`src/rtl/drum_mult_scale.sv`:
```
// drum_mult_scale: back end of the DRUM approximate multiplier.
// Multiplies two K-bit truncated operands with a shift-add loop, then
// rescales the 2K-bit product by the summed operand shifts into 2*N bits.
module drum_mult_scale #(
    parameter int K  = 4,
    parameter int SW = 3,
    parameter int N  = 8
) (
    input  logic           clk,
    input  logic           rst,
    input  logic           in_valid,
    output logic           in_ready,
    input  logic [K-1:0]   a_trunc,
    input  logic [SW-1:0]  a_shift,
    input  logic [K-1:0]   b_trunc,
    input  logic [SW-1:0]  b_shift,
    output logic           out_valid,
    input  logic           out_ready,
    output logic [2*N-1:0] result,
    output logic           busy
);

    localparam int CW = (K > 1) ? $clog2(K) : 1;

    typedef enum logic [1:0] {
        IDLE  = 2'd0,
        MULT  = 2'd1,
        SCALE = 2'd2,
        DONE  = 2'd3
    } state_t;

    state_t          state;
    state_t          state_nxt;

    logic [K-1:0]    a_val;       // multiplicand
    logic [K-1:0]    b_val;       // multiplier, scanned bit by bit
    logic [SW:0]     shift_sum;   // one extra bit so the sum of two shifts never wraps
    logic [2*K-1:0]  acc;
    logic [CW-1:0]   cnt;

    logic [2*K-1:0]  mcand_ext;
    logic [2*N-1:0]  acc_ext;

    assign mcand_ext = {{K{1'b0}}, a_val};
    assign acc_ext   = {{(2*N-2*K){1'b0}}, acc};

    assign in_ready  = (state == IDLE);
    assign busy      = (state != IDLE);

    // State register.
    always_ff @(posedge clk or posedge rst) begin
        if (rst) begin
            state <= IDLE;
        end else begin
            state <= state_nxt;
        end
    end

    // Next-state logic: MULT runs for exactly K edges before SCALE.
    always_comb begin
        state_nxt = state;
        case (state)
            IDLE:    if (in_valid) state_nxt = MULT;
            MULT:    if (cnt == CW'(K-1)) state_nxt = SCALE;
            SCALE:   state_nxt = DONE;
            DONE:    if (out_ready) state_nxt = IDLE;
            default: state_nxt = IDLE;
        endcase
    end

    // Datapath: operand capture, shift-add accumulation, rescale and output hold.
    always_ff @(posedge clk or posedge rst) begin
        if (rst) begin
            a_val     <= '0;
            b_val     <= '0;
            shift_sum <= '0;
            acc       <= '0;
            cnt       <= '0;
            result    <= '0;
            out_valid <= 1'b0;
        end else begin
            case (state)
                IDLE: begin
                    if (in_valid) begin
                        a_val     <= a_trunc;
                        b_val     <= b_trunc;
                        shift_sum <= {1'b0, a_shift} + {1'b0, b_shift};
                        acc       <= '0;
                        cnt       <= '0;
                    end
                end
                MULT: begin
                    if (b_val[cnt]) begin
                        acc <= acc + (mcand_ext << cnt);
                    end
                    cnt <= cnt + 1'b1;
                end
                SCALE: begin
                    // Shifts beyond the legal range simply fall off the top.
                    result    <= acc_ext << shift_sum;
                    out_valid <= 1'b1;
                end
                DONE: begin
                    if (out_ready) begin
                        out_valid <= 1'b0;
                    end
                end
                default: ;
            endcase
        end
    end

endmodule

```
`config.mk`:
```
export PLATFORM = sky130hd
export DESIGN_NAME = drum_mult_scale
export DESIGN_NICKNAME = d
export VERILOG_FILES = /design/src/rtl/drum_mult_scale.sv
export SDC_FILE = /design/constraint.sdc
export NUM_CORES = 1
export LEC_CHECK = 0
export CORE_AREA = 2 2 81 63
export DETAILED_ROUTE_END_ITERATION = 8
export DIE_AREA = 0 0 83 65
export PLACE_DENSITY_LB_ADDON = 0.05
export SYNTH_ARGS = -nofsm -noshare
export SYNTH_HDL_FRONTEND = slang
export SYNTH_SLANG_ARGS = --single-unit
```
`constraint.sdc`:
```
create_clock -name clk -period 3.85 [get_ports clk]
set_input_delay 0.77 -clock clk [delete_from_list [all_inputs] [get_ports clk]]
set_output_delay 0.77 -clock clk [all_outputs]
set_load 0.05 [all_outputs]
```
# ---- After elaboration in Yosys (flattened, before gate mapping)
# Cells that the tools add are included.
dict set report classes {
  magnitude_cmp 1
  n_eq_ne 8
  div_mod_pow 0
  shift 2
  addsub 3
  mux 13
  n_reduce_logical 9
  multipliers 0
  bitwise_logic 0
}
# op count
set op_table {}
lappend op_table {{8-bit two-way mux} 2}
lappend op_table {{8-bit case mux with 2 select lines} 1}
lappend op_table {{8-bit by 4-bit left shift with 16-bit output} 1}
lappend op_table {{8-bit adder} 1}
lappend op_table {{2-bit two-way mux} 4}
lappend op_table {{2-bit != test (second input constant)} 4}
lappend op_table {{2-bit case mux with 4 select lines} 1}
lappend op_table {{4-bit by 2-bit left shift with 8-bit output} 1}
lappend op_table {{2-bit == test (second input constant)} 3}
lappend op_table {{2-bit AND reduction} 3}
lappend op_table {{3-bit AND reduction} 2}
lappend op_table {{2-bit nonzero test} 3}
lappend op_table {{3-bit by 3-bit adder with 4-bit output} 1}
lappend op_table {{2-bit case mux with 2 select lines} 1}
lappend op_table {{2-bit by 3-bit < comparator with 1-bit output (second input constant)} 1}
lappend op_table {{2-bit by 1-bit adder with 2-bit output (second input constant)} 1}
lappend op_table {{1-bit binary-select mux with 2-bit select} 1}
lappend op_table {{2-bit by 1-bit == test with 1-bit output (second input constant)} 1}
lappend op_table {{2-bit zero test} 1}
lappend op_table {{1-bit two-way mux} 2}
lappend op_table {{1-bit case mux with 2 select lines} 1}
dict set report word_totals {
  mem_count 0
  latchBits 0
  romBits 0
  out_inout_bits 19
  ff_bits 41
  in_bits 18
  wordCells 44
  mem_bits_rw 0
}

# ---- Logic depth before layout (Yosys ltp)
dict set report depth {
  depth_word 4
  depth_mapped 9
  mapped_depth_nobuf 8
}

# ---- Least setup slack after synthesis
# OpenSTA, ideal clock, no wires.
dict set report synth_path {
  path_kind {reg2reg}
  startpoint {reg cnt[0]}
  endpoint {reg acc[6]}
  arrival_time_ps 2086
  required_ps 3728
  n_path_buf 1
  setup_ps 122
  path_stages_with_launch 9
  synth_period_minus_slack_ps 2208
  slack_ps 1642
  path_cell_list {dfrtp_1 > clkbuf_1 > nor3b_1 > ha_1 > fa_1 > a211oi_1 > o21ai_0 > a21o_1 > a32o_1}
}
dict set report synth_via {
  elab_chain_cells 4
  word_cells_on_any_way 8
  classes_between {add/sub (1); eq/ne (1); shift (1); mux (4); reduce/logical (1)}
}
# item line_no
set synth_lines {}
lappend synth_lines {{start: declaration} 39} ;# logic [CW-1:0] cnt;
lappend synth_lines {{start signal: assignment} 96} ;# cnt <= cnt + 1'b1;
lappend synth_lines {{4-bit by 2-bit left shift with 8-bit output / 1-bit binary-select mux with 2-bit select (equally long branches)} {94, 93}}
lappend synth_lines {{8-bit adder / 1-bit two-way mux (equally long branches)} {94, 93}}
lappend synth_lines {{8-bit two-way mux / 2-bit != test (equally long branches)} -}
lappend synth_lines {{8-bit case mux with 2 select lines / 3-bit AND reduction (equally long branches)} -}
lappend synth_lines {{end signal: assignment} 94} ;# acc <= acc + (mcand_ext << cnt);
lappend synth_lines {{end: declaration} 38} ;# logic [2*K-1:0] acc;
# Several ways; a longest one is shown, not always the timed one. The select of a mux whose other input is x is not followed.
# A chain may end at the register's enable or synchronous reset.

# ---- Worst setup path in the final report
dict set report layout_path {
  startpoint {reg state[1]}
  endpoint {out in_ready}
}
dict set report layout_via {
  elab_chain_cells 1
}
# item line_no
set layout_lines {}
lappend layout_lines {{start: declaration} 32} ;# state_t state;
lappend layout_lines {{start signal: assignment} 55} ;# state <= state_nxt;
lappend layout_lines {{2-bit zero test} 47} ;# assign in_ready = (state == IDLE);
lappend layout_lines {{end: declaration} 12} ;# output logic in_ready,
# Every way passes these cells.

==> results_dict.tcl <==
set metrics [dict create \
    status "complete, no violations" \
    synthTopCellsByArea "dfrtp_1 (42%), mux2i_1 (9.4%), ha_1 (7.7%), mux2_2 (4.6%), o21ai_0 (3.7%)" \
    dp_hpwl_mm 3.649 \
    cp_slowest_stage_delay_ns 0.84 \
    crit_chain "inv_1 -> ha_1 -> clkdlybuf4s50_1" \
    first_pass_iters 4 \
    min_period_over_period_pct 69.80 \
    cpMaxStageDelayCell "clkdlybuf4s50_1" \
    synth-simple-area-share_pct 10.78 \
    cp_num_cells 3 \
    grt_start_max_net_pins 42 \
    grt_overflow_total 0 \
    p_total_mw 2.411 \
    wl_met1_mm 2.569 \
    cts_setup_buffers 0 \
    slew_headroom_pct 59.09 \
    reg2reg_to "acc[6]$_DFFE_PP0P_" \
    initial_core_util_pct 52.02 \
    max_freq_ghz 0.3721 \
    via_per_inst 5.616 \
    fin_nets 305 \
    syn_area_per_cell_um2 10.38 \
    synthAdderAreaFrac_pct 9.300 \
    clock_sinks 41 \
    cts-root-buf "clkbuf_8" \
    reg2reg_depth 7 \
    row_count 22 \
    netlist_area_um2 2449 \
    cts_tree "built" \
    synth_xor_area_share_pct 1.431 \
    syn_inst 236 \
    synth_commonest_cells "dfrtp_1 (41), mux2i_1 (23), o21ai_0 (18)" \
    tightestPinTransition_ns 0.6136 \
    vias 1859 \
    reg2reg_from "cnt[0]$_DFFE_PP0P_" \
    setup_violations 0 \
    gp_congestion 0.7846 \
    num_antenna_cells 0 \
    routed_wl_mm 4.937 \
    synthArstFlopShare_pct 100.0 \
    report.final.slew_viol_count 0 \
    placedCellCount 323 \
    numCtsBuffers 5 \
    yosysMostFrequentCell "dfrtp_1" \
    ant_nets 0 \
    arrival_ns 1.92 \
    grt_setup_unrepaired "no" \
    synth_enable_flop_cells 0 \
    muxShareOfSynthArea_pct 14.92 \
    synth-compound-area-share_pct 17.37 \
    die_y_um 65 \
    cap_violations 0 \
    wl_met2_mm 2.076 \
    holdPathStages 1 \
    seqCellArea_um2 1026 \
    grt_usage_pct 19.19 \
    grt_pass1_wl_mm 8.245 \
    crit_buf_inv 2 \
    rrSetupSlack_ns 1.44 \
    layout.core_utilization_pct 62.17 \
    clk_pin_slew_ns 0.07 \
    yosysWarnings 0 \
    synth_cell_types 45 \
    crit_required_ns 3.08 \
    worstPathMaxFanout 6 \
    io_pins 37 \
    die_area_um2 5395 \
    ys.flop_type "dfrtp_1" \
    routed.top_layer "met4" \
    yosysTopAreaCell "dfrtp_1" \
    die-width_um 83 \
    ctsResizeCount 0 \
    critPathCaptureType "primary output" \
    fillers 387 \
    ys_ff_latch 41 \
    grt_pass1_vias 1703 \
    insertion_delay_ns 0.28 \
    power_density_nw_per_um2 823.9 \
    power_leakage_nw 1.296 \
    postCtsHoldBufs 0 \
    critPathLaunchType "flop" \
    cts.path.max_buffers 2 \
    drc 0 \
    antenna_found_initial 0 \
    synth_top_family_by_area "compound AO/OA/AOI/OAI gates" \
    seq_area_frac_synth_pct 41.90 \
    instances_no_fill 331 \
    hold_viol 0 \
    endpoint "in_ready" \
    cts-htree-levels 2 \
    syn_to_final_growth_pct 19.52 \
    io_buffer_count 36 \
    syn_nets 271 \
    multi_input_area_um2 1318 \
    drive_gt1_share_pct 8.118 \
    drtIter0Drc 114 \
    route.met3.wl_um 237 \
    fin_skew_ns 0.002824 \
    worstSetupPathType "reg -> out" \
    hp-class "reg -> reg" \
    coreArea_um2 4707 \
    critPathLaunch "state[1]$_DFFE_PP0P_" \
    setup_tns_ns 0 \
    vdd_drop_max_v 0.0007322 \
    avgRoutedWirePerCell_um 14.92 \
    netlist.area_leader.share_pct 41.90 \
    fin_crit_ns 2.687 \
    cpLargestDelayFamily "buffers and inverters" \
]
-- registers in the layout (all words and copies together), names as in the netlist --
register,cells
a_val,4
acc,8
b_val,4
cnt,2
out_valid,1
result,16
shift_sum,4
state,2
-- power breakdown --
group          internal, mW  total, mW  switching [mW]
combinational         0.552       1.33           0.777
sequential            0.598      0.815           0.216
clock                 0.129      0.268           0.139
-- area by class of cell --
class                      count  share of cell area, %
inverter                      16                  2.052
timing repair buffer          37                  12.57
multi-input combinational    169                  45.02
tap                           60                  2.565
clock buffer                   8                  2.736
sequential                    41                  35.06
-- layout by cell type, fill, tap and decap left out, types with 2 or more instances in the layout --
cell	count
mux2i_1	23
o21ai_0	18
xor2_1	2
clkbuf_8	5
a21oi_1	9
a32o_1	2
a21o_1	4
mux2_2	10
a22o_1	5
inv_1	14
nand3b_1	4
clkdlybuf4s50_1	36
fa_1	2
nor2_1	13
ha_1	15
clkbuf_1	3
dfrtp_1	41
a31oi_1	2
o2bb2ai_1	7
nand2_1	16
a22oi_1	3
nor2b_1	2
nor3b_1	2
nand2b_1	2
xnor2_1	2
and3_1	2
nand3_1	7
a41oi_1	2
-- kinds of logic after synthesis --
logic type	after synthesis
and+or+nand+nor	53
DFF	41
AOI/OAI and AO/OA	61
muxes	34
xor gates and xnor gates	4
buffers and inverters	26
adders and majority gates	17
-- layer usage --
metal | global-route usage, % | up-vias
met2 | 27.42 | 55
met3 | 4.204 | 7
met1 | 28.73 | 865
li1 | - | 932
met4 | 6.352 | 0
met5 | 0 | -
-- stage by stage --
stage / setup slack, ns / hold slack, ns / instance area, um2
finish: 1.163 / 0.4923 / 2927
global route: 1.070 / 0.5125 / 2927
CTS: 1.156 / 0.4972 / 2927
detailed placement: 1.479 / 0.4729 / 2846
global placement: 1.503 / 0.4709 / 2846
floorplan: 1.642 / 0.4739 / 2449
-- worst min-delay path by stage --
| stage | startpoint | endpoint |
|---|---|---|
| floorplan | b_val[2]$_DFFE_PP0P_ | b_val[2]$_DFFE_PP0P_ |
| global placement | result[7]$_DFFE_PP0P_ | result[7]$_DFFE_PP0P_ |
| detailed placement | result[2]$_DFFE_PP0P_ | result[2]$_DFFE_PP0P_ |
| CTS | result[3]$_DFFE_PP0P_ | result[3]$_DFFE_PP0P_ |
| global route | result[3]$_DFFE_PP0P_ | result[3]$_DFFE_PP0P_ |
| finish | result[3]$_DFFE_PP0P_ | result[3]$_DFFE_PP0P_ |
Power figures use the tool's default switching activity.
